### src/rtl/issue_ctrl.sv
// Dual-issue dispatch stage: pairs the two oldest buffered instructions,
// registers them for execute and scoreboards long-latency destinations.
package issue_pkg;
    typedef struct packed {
        logic [31:0] pc;
        logic [4:0]  rf_raddr1;
        logic [4:0]  rf_raddr2;
        logic        rf_we;
        logic [4:0]  rf_waddr;
        logic        is_ld;
        logic        is_st;
        logic        is_muldiv;
        logic        is_br;
    } pc_set_t;
endpackage

module issue_ctrl
    import issue_pkg::*;
#(
    parameter int NREG = 32
) (
    input  logic            clk,
    input  logic            rstn,
    input  pc_set_t         i_PC_set1,
    input  pc_set_t         i_PC_set2,
    input  logic [1:0]      i_is_valid,
    input  logic            i_stall,
    input  logic            i_flush,
    input  logic            i_wb1_valid,
    input  logic [4:0]      i_wb1_waddr,
    input  logic            i_wb2_valid,
    input  logic [4:0]      i_wb2_waddr,
    output logic [1:0]      o_usingNUM,
    output pc_set_t         o_PC_set1,
    output pc_set_t         o_PC_set2,
    output logic [1:0]      o_is_valid,
    output logic [NREG-1:0] o_busy
);

    logic [NREG-1:0] busy_d;
    logic            a_blk;
    logic            b_blk;
    logic            a_go;
    logic            b_go;

    function automatic logic is_busy(input logic [4:0] r,
                                     input logic [NREG-1:0] sb);
        return (r != 5'd0) && sb[r];
    endfunction

    function automatic logic sets_busy(input pc_set_t p);
        return p.rf_we && (p.rf_waddr != 5'd0) && (p.is_ld || p.is_muldiv);
    endfunction

    always_comb begin
        a_blk = is_busy(i_PC_set1.rf_raddr1, o_busy)
              | is_busy(i_PC_set1.rf_raddr2, o_busy)
              | (i_PC_set1.rf_we & is_busy(i_PC_set1.rf_waddr, o_busy));
        a_go  = i_is_valid[1] & ~i_stall & ~i_flush & ~a_blk;

        b_blk = 1'b0;
        if (i_PC_set1.rf_we && i_PC_set1.rf_waddr != 5'd0 &&
            (i_PC_set2.rf_raddr1 == i_PC_set1.rf_waddr ||
             i_PC_set2.rf_raddr2 == i_PC_set1.rf_waddr))
            b_blk = 1'b1;
        if (i_PC_set1.rf_we && i_PC_set2.rf_we &&
            i_PC_set1.rf_waddr != 5'd0 &&
            i_PC_set1.rf_waddr == i_PC_set2.rf_waddr)
            b_blk = 1'b1;
        if ((i_PC_set1.is_ld | i_PC_set1.is_st) &&
            (i_PC_set2.is_ld | i_PC_set2.is_st))
            b_blk = 1'b1;
        if (i_PC_set1.is_muldiv && i_PC_set2.is_muldiv)
            b_blk = 1'b1;
        if (i_PC_set1.is_br)
            b_blk = 1'b1;
        if (is_busy(i_PC_set2.rf_raddr1, o_busy) ||
            is_busy(i_PC_set2.rf_raddr2, o_busy) ||
            (i_PC_set2.rf_we && is_busy(i_PC_set2.rf_waddr, o_busy)))
            b_blk = 1'b1;

        b_go       = a_go & i_is_valid[0] & ~b_blk;
        o_usingNUM = {b_go, a_go & ~b_go};
    end

    // Clears first, then sets, so a set wins on the same bit.
    always_comb begin
        busy_d = o_busy;
        if (i_wb1_valid) busy_d[i_wb1_waddr] = 1'b0;
        if (i_wb2_valid) busy_d[i_wb2_waddr] = 1'b0;
        if (i_flush) begin
            if (o_is_valid[1] && sets_busy(o_PC_set1))
                busy_d[o_PC_set1.rf_waddr] = 1'b0;
            if (o_is_valid[0] && sets_busy(o_PC_set2))
                busy_d[o_PC_set2.rf_waddr] = 1'b0;
        end
        if (a_go && sets_busy(i_PC_set1))
            busy_d[i_PC_set1.rf_waddr] = 1'b1;
        if (b_go && sets_busy(i_PC_set2))
            busy_d[i_PC_set2.rf_waddr] = 1'b1;
        busy_d[0] = 1'b0;
    end

    always_ff @(posedge clk or negedge rstn) begin
        if (!rstn) begin
            o_busy     <= '0;
            o_is_valid <= 2'b00;
            o_PC_set1  <= '0;
            o_PC_set2  <= '0;
        end else begin
            o_busy <= busy_d;
            if (i_flush) begin
                o_is_valid <= 2'b00;
            end else if (!i_stall) begin
                o_is_valid <= {a_go, b_go};
                o_PC_set1  <= i_PC_set1;
                o_PC_set2  <= i_PC_set2;
            end
        end
    end

endmodule

### config.mk
export PLATFORM = sky130hd
export DESIGN_NAME = issue_ctrl
export DESIGN_NICKNAME = d
export VERILOG_FILES = /design/src/rtl/issue_ctrl.sv
export SDC_FILE = /design/constraint.sdc
export NUM_CORES = 1
export LEC_CHECK = 0
export BUFFER_PORTS_ARGS = -buffer_cell sky130_fd_sc_hd__clkbuf_2
export CORE_MARGIN = 2
export CORE_UTILIZATION = 50
export CTS_CLUSTER_SIZE = 25
export DETAILED_ROUTE_END_ITERATION = 8
export GPL_TIMING_DRIVEN = 0
export HOLD_SLACK_MARGIN = 0.02
export PLACE_DENSITY = 0.79
export SYNTH_ARGS = -nofsm -noshare
export SYNTH_HDL_FRONTEND = slang
export SYNTH_SLANG_ARGS = --single-unit
### constraint.sdc
create_clock -name clk -period 6.2 [get_ports clk]
set_input_delay 1.86 -clock clk [delete_from_list [all_inputs] [get_ports clk]]
set_output_delay 1.86 -clock clk [all_outputs]
set_load 0.05 [all_outputs]
# Yosys cells after proc, flatten, opt, wreduce, memory -nomap -nowiden

Index checks and enable logic that the tools add are counted.
W data, S select, Z words.

Bits of input ports: 122
Logic and storage cells: 153
Memory bits (writable): 0
Memories: 0
Bits in registers: 137
Output and inout bits: 140
Latch bits: 0
ROM bits: 0

Multiply operators: 0
Divide/modulo/power cells: 0
Order comparisons: 16
$add $sub $neg: 0
Reductions and logical operators: 47
Eq/ne operators: 4
Bitwise gates (word level): 26
Mux-type cells: 40
Shift operators: 0

Operator list:

| kind                 | count |
|---|---|
| $mux W32             | 8 |
| $and A32 B32 Y32     | 4 |
| $not A32 Y32         | 4 |
| $or A32 B32 Y32      | 2 |
| $lt A5 B6 Y1 const B | 10 |
| $reduce_bool A5 Y1   | 8 |
| $logic_and A1 B1 Y1  | 31 |
| $bmux W1 S5          | 6 |
| $demux W1 S5         | 6 |
| $ge A5 B1 Y1 const B | 6 |
| $mux W1              | 18 |
| $eq A5 B5 Y1         | 3 |
| $and A1 B1 Y1        | 7 |
| $logic_or A1 B1 Y1   | 7 |
| $not A1 Y1           | 5 |
| $mux W2              | 2 |
| $or A1 B1 Y1         | 4 |
| $ne A2 B1 Y1 const B | 1 |
| $reduce_and A2 Y1    | 1 |

# Depth between registers and ports, before layout

Gate-level depths: netlist of the first run.

Word-level depth: 19
Gate-level depth with buffers: 12
Gate-level depth less buffers: 7

# Worst setup path after synthesis of the first run

No wires, ideal clock.

Kind: input -> output
Start point: input port i_PC_set1[5] in the netlist's numbering
End point: output port o_usingNUM[0]
Stages: 10
Setup slack: -170 ps
Data required time: 4340 ps
Path buffers: 3
Arrival time: 4510 ps
Cell sequence: clkbuf_1 > buf_2 > mux2i_1 > nor3b_1 > o311ai_1 > o21ai_0 > o31ai_2 > clkbuf_1 > nand2_1 > a21oi_1

Word-level cells in the longest chain between the ends: 13
Elaborated cells between the ends (all ways): 27
Those cells by class: 3 x eq/ne; 8 x mux; 9 x bitwise; 7 x reduce/logical

Ends and longest elaborated chain:

| item                                                                 | RTL line | RTL |
|---|---|---|
| from (decl)                                                          | 24       | `input pc_set_t i_PC_set1,` |
| parallel branches: the longest is 12 deep, another holds $bmux W1 S5 | n/a      |  |
| $and A1 B1 Y1 (*)                                                    | 83       | `o_usingNUM = {b_go, a_go & ~b_go};` |
| to (decl)                                                            | 33       | `output logic [1:0] o_usingNUM,` |

Mark *: on every way between the ends. The select of a mux whose other input is x is not followed.

# Worst setup path in the final report of the first run

Start point: input port i_PC_set2[10] in the netlist's numbering
End point: output port o_usingNUM[1]

Word-level cells in the longest chain between the ends: 11
Elaborated cells between the ends (all ways): 17
Those cells by class: 1 x eq/ne; 8 x mux; 2 x bitwise; 6 x reduce/logical

Ends and longest elaborated chain:

| item                | RTL line | RTL |
|---|---|---|
| from (decl)         | 25       | `input pc_set_t i_PC_set2,` |
| $eq A5 B5 Y1        | 64       | `i_PC_set2.rf_raddr2 == i_PC_set1.rf_waddr))` |
| $logic_or A1 B1 Y1  | 63       | `(i_PC_set2.rf_raddr1 == i_PC_set1.rf_waddr \|\|` |
| $logic_and A1 B1 Y1 | 62       | `if (i_PC_set1.rf_we && i_PC_set1.rf_waddr != 5'd0 &&` |
| $mux W1             | 62       |  |
| $mux W1             | 66       | `if (i_PC_set1.rf_we && i_PC_set2.rf_we &&` |
| $mux W1             | 70       | `if ((i_PC_set1.is_ld \| i_PC_set1.is_st) &&` |
| $mux W1             | 73       | `if (i_PC_set1.is_muldiv && i_PC_set2.is_muldiv)` |
| $mux W1             | 75       | `if (i_PC_set1.is_br)` |
| $mux W1 (*)         | 77       | `if (is_busy(i_PC_set2.rf_raddr1, o_busy) \|\|` |
| $not A1 Y1 (*)      | 82       | `b_go = a_go & i_is_valid[0] & ~b_blk;` |
| $and A1 B1 Y1 (*)   | 82       |  |

Every way passes the cells marked *; elsewhere a longest branch is shown, timed or not. The select of a mux whose other input is x is not followed.

==> impl_metrics.env, run 1 <==
export IMPL_regToRegEndpoint="o_busy[6]$_DFF_PN0_"
export IMPL_critical_path_endpoint="o_usingNUM[1]"
export IMPL_clock_fmax_mhz=163
export IMPL_synth_compound_area_share_pct=14.4
export IMPL_viasPerCell=6.54
export IMPL_coreArea_um2=17200
export IMPL_power_leakage_uw=0.00471
export IMPL_dr_pass1_iters=7
export IMPL_ios=262
export IMPL_io_buffer_count=247
export IMPL_clk_pin_slew_ns=0.06
export IMPL_n_antenna_cell=0
export IMPL_r2r_slack_ns=2.86
export IMPL_multi_input_area_um2=5050
export IMPL_cp_start_kind="input port"
export IMPL_synth_simple_area_share_pct=16.6
export IMPL_cts_sinks=137
export IMPL_synth_ff_type="dfrtp_1"
export IMPL_grt_first_pass_wirelength_um=49000
export IMPL_fin_cells=1377
export IMPL_crit_required_ns=4.34
export IMPL_crit_path_end_kind="output port"
export IMPL_critPathArrivalTime_ns=4.26
export IMPL_synthesis_nets=988
export IMPL_hold_viol=0
export IMPL_maxCapViolCount=0
export IMPL_outcome="finished, final reports clean"
export IMPL_skew_ns=0.0133
export IMPL_synth_top_family_by_area="multiplexers"
export IMPL_final_nets=1261
export IMPL_die_y_um=136
export IMPL_insertion_delay_ns=0.44
export IMPL_ff_latch_area_um2=3430
export IMPL_synth_edff_count=0
export IMPL_fin_setup_tns_ns=0
export IMPL_antenna_found_initial=0
export IMPL_synth_seq_cells=137
export IMPL_maxSlewViolCount=0
export IMPL_synth_top_area_cell="dfrtp_1"
export IMPL_vias=9001
export IMPL_drt_total_wl_um=33500
export IMPL_synth_top_area_share_pct=39.1
export IMPL_yosysWarnings=0
export IMPL_hold_class="reg -> reg"
export IMPL_netlist_instances=866
export IMPL_layout_common_cells="clkbuf_2, dfrtp_1, mux2_2"
export IMPL_globalplace_congestion=1.02
export IMPL_hpwl_um=24400
export IMPL_avgSynthCellArea_um2=10.1
export IMPL_path_max_fanout=10
export IMPL_final_common_cell="clkbuf_2"
export IMPL_min_period_over_period_pct=98.7
export IMPL_synth_fa_ha_area_share_pct=0
export IMPL_drc=0
export IMPL_min_delay_start="o_PC_set1[22]$_DFFE_PN0P_"
export IMPL_relSlewSlack_pct=45.6
export IMPL_async_flop_share_pct=100
export IMPL_criticalPathCategory="in -> out"
export IMPL_grt_overflow=0
export IMPL_numCtsBuffers=17
export IMPL_grt_pass1_vias=8573
export IMPL_synth_mux_area_share_pct=24.8
export IMPL_drive_above_1_share_pct=41.1
export IMPL_setup_viol=0
export IMPL_cts_tree="done"
export IMPL_fill_cells=1413
export IMPL_p_total_uw=3010
export IMPL_grt_usage_pct=35.8
export IMPL_synthXorXnorAreaFrac_pct=1.50
export IMPL_htree_levels=4
export IMPL_synthTopCellsByArea="dfrtp_1, mux2_2, mux4_2"
export IMPL_die_w_um=136
export IMPL_irDropWorstVdd_mv=0.268
export IMPL_dieArea_um2=18600
export IMPL_power_density_nw_per_um2=273
export IMPL_drt_iter0_markers=1024
export IMPL_rsz0062_at_grt="false"
export IMPL_synth_distinct_cells=54
export IMPL_num_rows=48
export IMPL_seq_area_frac_synth_pct=39.1
export IMPL_area_growth_syn_to_layout_pct=26.0
export IMPL_ant_nets=0
export IMPL_start_util_pct=50.8
export IMPL_period_minus_slack_ns=6.12
export IMPL_wire_per_inst_um=24.3
export IMPL_synth_area_um2=8760
export IMPL_rr_worst_depth=10
export IMPL_clock_path_buffers=2
export IMPL_placed_cells=1339
export IMPL_reg2reg_from="o_busy[5]$_DFF_PN0_"
export IMPL_root_buffer="clkbuf_16"
export IMPL_worst_slew_pin_slew_ns=0.817
export IMPL_grt_start_max_net_pins=70
export IMPL_cp_startpoint="i_PC_set2[10]"
-- final cells by class --
| class | count | share of cell area (%) |
|---|---|---|
| multi-input cells | 653 | 45.7 |
| well taps | 225 | 2.55 |
| clock inverters | 15 | 1.39 |
| flip-flops and latches | 137 | 31.1 |
| inverters | 4 | 0.136 |
| clock buffers | 17 | 3.85 |
| repair buffers | 257 | 12.2 |
| plain buffers | 69 | 3.07 |
-- cells in the mapped netlist, types with 2 or more instances --
cell,count
dfrtp_1,137
mux2_2,111
nand2_1,74
clkbuf_1,49
nor3_1,47
nand3_1,35
a31oi_1,34
a22oi_1,33
o22ai_1,33
a21oi_1,31
mux2i_1,28
mux4_2,28
nor2_1,25
o21ai_0,20
o21ai_1,19
nand3b_1,17
nor3b_1,15
buf_2,14
nand2b_1,9
nor2b_1,9
and3b_1,8
xor2_1,8
a221oi_1,7
xnor2_1,7
and3_1,6
buf_1,6
or3_1,6
or3b_2,6
inv_1,4
buf_4,3
nand4_1,3
nand4b_1,3
o211ai_1,3
o31ai_1,3
a311oi_1,2
nor4_1,2
o311ai_1,2
or2_2,2
or4_1,2
-- metrics by stage --
| stage | setup slack [ns] | area [um^2] | hold WS, ns | util [%] |
|---|---|---|---|---|
| 2_1_floorplan | 0.125 | 8760 | 0.751 | - |
| 3_3_place_gp | -0.474 | 10300 | 0.487 | 59.6 |
| 3_5_place_dp | -0.447 | 10300 | 0.493 | 59.9 |
| 4_1_cts | 0.00259 | 11000 | 0.509 | 63.7 |
| 5_1_grt | 0.00667 | 11000 | 0.517 | 64.1 |
| 6_report | 0.0799 | 11000 | 0.504 | 64.1 |
-- registers in the layout (all words and copies together) (netlist names) --
signal      flops
o_PC_set2      52
o_PC_set1      52
o_is_valid      2
o_busy         31
-- repair_timing --
item | 4_1_cts | 5_1_grt
resized for setup | 15 | 30
gates cloned | 0 | 0
setup buffers | 6 | 3
hold buffers | 0 | 0
endpoints found under the setup margin | 2 | 2
pin swaps | 4 | 5
-- routing by layer --
layer  share of wire, %  GRT usage [%]  up-vias
met3                 14           14.1      131
met4                4.4           14.5        0
met2                 45           54.2      696
met1                 37           45.8     4320
met5                  0              0        -
li1                   -              -     3854
-- logic make-up after synthesis --
group | count (synthesis)
muxes | 168
other | 1
and+or+nand+nor | 271
AOI/OAI and AO/OA | 198
DFF | 137
buffers and inverters | 76
xor gates and xnor gates | 15
-- worst min path at each step --
stage,to,cells past startpoint
final,o_PC_set1[22]$_DFFE_PN0P_,1
after global routing,o_PC_set2[14]$_DFFE_PN0P_,1
after CTS,o_PC_set2[14]$_DFFE_PN0P_,1
after detailed placement,o_is_valid[0]$_DFFE_PN0P_,2
after global placement,o_PC_set1[23]$_DFFE_PN0P_,1
after floorplan,o_is_valid[0]$_DFFE_PN0P_,2
-- report_power, final --
group / internal, uW / switching [uW]
clock: 535 / 461
combinational: 263 / 656
sequential: 1000 / 98.2
-- worst max-delay path: stages --
cell and delay [ns]:
clkbuf_2 0.11, buf_4 0.18, mux4_2 0.51, mux2_2 0.27, nand3b_1 0.08, nand4_1 0.23
nor2_2 0.25, nand4_4 0.18, buf_6 0.22, inv_1 0.07, buf_4 0.10, buf_4 0.19
(Power assumes the default switching activity.)
==> run 2: changes to the inputs <==
--- a/config.mk
+++ b/config.mk
@@ -6,6 +6,7 @@
 export NUM_CORES = 1
 export LEC_CHECK = 0
 export BUFFER_PORTS_ARGS = -buffer_cell sky130_fd_sc_hd__clkbuf_2
+export CORE_ASPECT_RATIO = 1.25
 export CORE_MARGIN = 2
 export CORE_UTILIZATION = 50
 export CTS_CLUSTER_SIZE = 25
==> impl_metrics.env, run 2 (same netlist as run 1, synthesis figures left out) <==
export IMPL_cp_startpoint="i_PC_set1[7]"
export IMPL_cts_sinks=137
export IMPL_hold_class="reg -> reg"
export IMPL_finalCoreUtilization_pct=63.6
export IMPL_clk_pin_slew_ns=0.06
export IMPL_clock_fmax_mhz=163
export IMPL_drive_above_1_share_pct=40.4
export IMPL_grt_start_max_net_pins=70
export IMPL_ant_nets=0
export IMPL_crit_top_cell="buf_4"
export IMPL_dieArea_um2=18600
export IMPL_drt_iter0_markers=1133
export IMPL_antenna_found_initial=1
export IMPL_drc=0
export IMPL_whs_ns=0.505
export IMPL_htree_levels=4
export IMPL_irDropWorstVdd_mv=0.225
export IMPL_critPathArrivalTime_ns=4.27
export IMPL_grt_busiest_layer="met2"
export IMPL_coreArea_um2=17300
export IMPL_num_rows=54
export IMPL_skew_ns=0.00939
export IMPL_path_max_fanout=10
export IMPL_cts_hold_buffers_added=0
export IMPL_maxCapViolCount=0
export IMPL_cp_num_buf_inv=7
export IMPL_viasPerCell=6.49
export IMPL_io_buffer_count=247
export IMPL_period_minus_slack_ns=6.13
export IMPL_critical_path_top_delay_family="buffers and inverters"
export IMPL_vias=8917
export IMPL_worst_slew_pin_slew_ns=1.05
export IMPL_power_density_nw_per_um2=272
export IMPL_maxSlewViolCount=0
export IMPL_grt_usage_pct=35.8
export IMPL_critPathMaxStageDelay_ns=0.56
export IMPL_area_growth_syn_to_layout_pct=25.6
export IMPL_met1_usage_pct=46.1
export IMPL_crit_slowest_cell="clkbuf_1"
export IMPL_layout_common_cells="clkbuf_2, dfrtp_1, mux2_2"
export IMPL_crit_required_ns=4.34
export IMPL_power_leakage_uw=0.00468
export IMPL_root_buffer="clkbuf_16"
export IMPL_grt_first_pass_wirelength_um=50300
export IMPL_grt_use_met2_pct=55.8
export IMPL_die_w_um=122
export IMPL_final_common_cell="clkbuf_2"
export IMPL_use_met3_pct=9.35
export IMPL_die_y_um=152
export IMPL_reg2reg_from="o_busy[5]$_DFF_PN0_"
export IMPL_setup_viol=0
export IMPL_hpwl_um=23900
export IMPL_hold_viol=0
export IMPL_start_util_pct=50.6
export IMPL_cp_start_kind="input port"
export IMPL_min_period_over_period_pct=98.8
export IMPL_fill_cells=1517
export IMPL_ios=262
export IMPL_rsz0062_at_grt="false"
export IMPL_top_regs="o_PC_set1: 52 flops, o_PC_set2: 52 flops, o_busy: 31 flops"
export IMPL_clock_path_buffers=2
export IMPL_outcome="finished, final reports clean"
export IMPL_insertion_delay_ns=0.43
export IMPL_fin_setup_tns_ns=0
export IMPL_crit_path_end_kind="output port"
export IMPL_grt_overflow=0
export IMPL_globalplace_congestion=1.06
export IMPL_drt_total_wl_um=32900
export IMPL_crit_chain="clkbuf_2, clkbuf_1, nand2_1, o31ai_1, o31ai_4, buf_4, nand4_4, buf_6, inv_1, buf_4, clkbuf_4"
export IMPL_criticalPathCategory="in -> out"
export IMPL_final_nets=1259
export IMPL_numCtsBuffers=17
export IMPL_wire_per_inst_um=23.9
export IMPL_relSlewSlack_pct=30.3
export IMPL_dr_pass1_iters=6
export IMPL_min_delay_start="o_PC_set1[46]$_DFFE_PN0P_"
export IMPL_p_total_uw=2990
export IMPL_grt_pass1_vias=8743
export IMPL_cts_tree="done"
==> run 2: changes by cell type in the layout (fill, tap and decap cells not counted), sizes merged <==
cell	previous run	this run
clkinv	6	4
buf	30	27
clkbuf	313	314
clkinvlp	1	3
diode	0	1
==> run 2: final cells by class <==
| class | instances | area [um^2] | share of cell area, % |
|---|---|---|---|
| Multi-Input combinational cell | 653 | 5050 | 45.9 |
| Sequential cell | 137 | 3430 | 31.2 |
| Timing Repair Buffer | 254 | 1330 | 12.1 |
| Clock buffer | 17 | 425 | 3.87 |
| Buffer | 70 | 338 | 3.07 |
| Tap cell | 224 | 280 | 2.55 |
| Clock inverter | 15 | 134 | 1.22 |
| Inverter | 4 | 15.0 | 0.136 |
| Antenna cell | 1 | 2.50 | 0.0227 |
==> run 2: where the power goes <==
part           switching (uW)  internal [uW]
sequential               94.1           1000
clock                     451            528
combinational             654            262
==> run 2: per-layer routing <==
metal | wire length [um] | up-vias
met5 | 0 | -
li1 | - | 3839
met1 | 12000 | 4278
met2 | 15400 | 658
met3 | 3790 | 142
met4 | 1710 | 0
==> run 2: per-stage QoR <==
stage	instances	setup WS (ns)	cell area, um^2
final	1375	0.0717	11000
after global routing	1375	0.00655	11000
after CTS	1374	0.00707	11000
after detailed placement	1338	-0.434	10300
after global placement	1337	-0.477	10300
after floorplan	866	0.125	8760
==> run 2: worst paths after layout <==
check,cells after the start,slack (ns),endpoint
max,11,0.07,o_usingNUM[1]
min,1,0.51,o_PC_set1[46]$_DFFE_PN0P_
max reg2reg,10,3.20,o_busy[23]$_DFF_PN0_
min reg2reg,1,0.51,o_PC_set1[46]$_DFFE_PN0P_
max in group asynchronous,2,4.02,o_busy[21]$_DFF_PN0_
min in group asynchronous,1,1.42,o_PC_set1[23]$_DFFE_PN0P_
==> run 2: worst reg2reg max path, delay by kind of cell, from the launching register on <==
kind / cells / cell delay, ns
compound gates: 5 / 0.89
buf+inv: 3 / 0.70
flops: 1 / 0.61
mux: 1 / 0.38
simple gates: 1 / 0.33
==> run 2: timing repair <==
| item | CTS | global route |
|---|---|---|
| endpoints found under the setup margin | 2 | 2 |
| buffers inserted | 5 | 1 |
| hold endpoints to repair | 0 | 0 |
| gates cloned | 0 | 0 |
| gates resized for setup | 17 | 18 |
| pin swaps | 4 | 1 |
==> run 3: changes to the inputs <==
--- a/config.mk
+++ b/config.mk
@@ -8,12 +8,13 @@
 export BUFFER_PORTS_ARGS = -buffer_cell sky130_fd_sc_hd__clkbuf_2
 export CORE_ASPECT_RATIO = 1.25
 export CORE_MARGIN = 2
-export CORE_UTILIZATION = 50
+export CORE_UTILIZATION = 49
 export CTS_CLUSTER_SIZE = 25
 export DETAILED_ROUTE_END_ITERATION = 8
 export GPL_TIMING_DRIVEN = 0
 export HOLD_SLACK_MARGIN = 0.02
-export PLACE_DENSITY = 0.79
+export PLACE_DENSITY = 0.77
 export SYNTH_ARGS = -nofsm -noshare
 export SYNTH_HDL_FRONTEND = slang
 export SYNTH_SLANG_ARGS = --single-unit
+export TNS_END_PERCENT = 5
==> impl_metrics.env, run 3 (same netlist as run 1, synthesis figures left out) <==
export IMPL_final_nets=1257
export IMPL_p_int_uw=1820
export IMPL_drt_iter0_markers=1123
export IMPL_skew_ns=0.00781
export IMPL_cts_hold_buffers_added=0
export IMPL_fin_setup_tns_ns=0
export IMPL_final_common_cell="clkbuf_2"
export IMPL_period_minus_slack_ns=6.08
export IMPL_viasPerCell=6.43
export IMPL_wl_met3_um=3800
export IMPL_grt_first_pass_wirelength_um=50500
export IMPL_top_regs="o_PC_set1: 52 flops, o_PC_set2: 52 flops, o_busy: 31 flops"
export IMPL_maxSlewViolCount=0
export IMPL_power_density_nw_per_um2=273
export IMPL_ios=262
export IMPL_worst_slew_pin_slew_ns=0.931
export IMPL_start_util_pct=50.1
export IMPL_relSlewSlack_pct=38.0
export IMPL_wl_met1_um=12100
export IMPL_hpwl_um=24500
export IMPL_p_comb_share_pct=30.7
export IMPL_layout_common_cells="clkbuf_2, dfrtp_1, mux2_2"
export IMPL_rsz0062_at_grt="false"
export IMPL_hold_viol=0
export IMPL_drt_total_wl_um=33400
export IMPL_pwr_share_seq_pct=36.6
export IMPL_insertion_delay_ns=0.42
export IMPL_clock_fmax_mhz=164
export IMPL_antenna_found_initial=1
export IMPL_cts_sinks=137
export IMPL_die_w_um=124
export IMPL_globalplace_congestion=1.00
export IMPL_crit_slowest_cell="mux2_2"
export IMPL_crit_required_ns=4.34
export IMPL_place_area_um2=10300
export IMPL_cp_start_kind="input port"
export IMPL_num_rows=54
export IMPL_drc=0
export IMPL_clk_pin_slew_ns=0.06
export IMPL_dieArea_um2=19000
export IMPL_switchingPower_uw=1170
export IMPL_power_leakage_uw=0.00468
export IMPL_root_buffer="clkbuf_16"
export IMPL_top_layer="met4"
export IMPL_grt_pass1_vias=8733
export IMPL_fin_area_um2=11000
export IMPL_irDropWorstVdd_mv=0.221
export IMPL_vias=8823
export IMPL_clock_path_buffers=2
export IMPL_ant_nets=0
export IMPL_criticalPathCategory="in -> out"
export IMPL_critPathMaxStageDelay_ns=0.35
export IMPL_swShare_pct=39.1
export IMPL_grt_start_max_net_pins=98
export IMPL_cp_num_buf_inv=4
export IMPL_drive_above_1_share_pct=40.5
export IMPL_min_period_over_period_pct=98.1
export IMPL_p_clk_share_pct=32.7
export IMPL_numCtsBuffers=17
export IMPL_area_growth_syn_to_layout_pct=25.3
export IMPL_cts_tree="done"
export IMPL_path_max_fanout=10
export IMPL_hold_class="reg -> reg"
export IMPL_dr_wl_met2_um=15700
export IMPL_htree_levels=4
export IMPL_dr_pass1_iters=7
export IMPL_die_y_um=153
export IMPL_outcome="finished, final reports clean"
export IMPL_crit_path_end_kind="output port"
export IMPL_wire_per_inst_um=24.4
export IMPL_grt_overflow=0
export IMPL_critical_path_top_delay_family="buffers and inverters"
export IMPL_setup_viol=0
export IMPL_critPathArrivalTime_ns=4.22
export IMPL_maxCapViolCount=0
export IMPL_coreArea_um2=17500
export IMPL_io_buffer_count=247
export IMPL_grt_usage_pct=35.5
export IMPL_crit_chain="clkbuf_4, mux2_2, a221oi_1, or4_1, nand4_1, nor4_4, buf_4, clkbuf_4, nand2_1, a21oi_2, buf_4"
[run 3: final cells by class]
cell class / instances / area [um^2]
Multi-Input combinational cell: 653 / 5040
Buffer: 69 / 337
Antenna cell: 1 / 2.50
Inverter: 4 / 15.0
Sequential cell: 137 / 3430
Tap cell: 224 / 280
Clock inverter: 13 / 120
Clock buffer: 18 / 439
Fill cell: 1456 / 6520
Timing Repair Buffer: 253 / 1320
[run 3: stage by stage]
stage | setup slack [ns] | hold WS [ns] | power [uW] | utilization [%] | cells
floorplan | 0.125 | 0.751 | 1730 | - | 866
global placement | -0.585 | 0.487 | 1990 | 58.7 | 1337
detailed placement | -0.488 | 0.495 | 2010 | 59.0 | 1338
CTS | 0.00385 | 0.510 | 2990 | 62.5 | 1371
global route | 0.000943 | 0.523 | 3090 | 62.7 | 1372
finish | 0.119 | 0.505 | 2990 | 62.7 | 1372
[run 3: power by group through the flow]
stage / sequential, uW / clock, uW / combinational [uW]
after floorplan: 1460 / 0 / 269
after global placement: 1100 / 0 / 894
after detailed placement: 1110 / 0 / 907
after CTS: 1090 / 980 / 913
after global routing: 1110 / 1020 / 958
final: 1100 / 979 / 918
[run 3: timing repair]
item / 4_1_cts / 5_1_grt
endpoints found under the setup margin: 2 / 2
resized for setup: 15 / 22
setup buffers: 3 / 2
pin swaps: 2 / 2
[run 3: worst paths after layout]
check / slack (ns) / cells past startpoint / start / endpoint
max in group asynchronous: 4.06 / 2 / rstn / o_busy[28]$_DFF_PN0_
setup reg to reg: 3.19 / 10 / o_busy[6]$_DFF_PN0_ / o_busy[6]$_DFF_PN0_
setup / recovery: 0.12 / 11 / i_PC_set1[17] / o_usingNUM[0]
min in group asynchronous: 1.35 / 1 / rstn / o_PC_set1[29]$_DFFE_PN0P_
hold reg to reg: 0.51 / 1 / o_PC_set1[48]$_DFFE_PN0P_ / o_PC_set1[48]$_DFFE_PN0P_
hold / removal: 0.51 / 1 / o_PC_set1[48]$_DFFE_PN0P_ / o_PC_set1[48]$_DFFE_PN0P_
[run 3: per-layer routing]
layer,track usage [%],up-vias
li1,-,3850
met1,45.6,4177
met2,56.0,664
met3,8.13,132
met4,17.5,0
met5,0,-
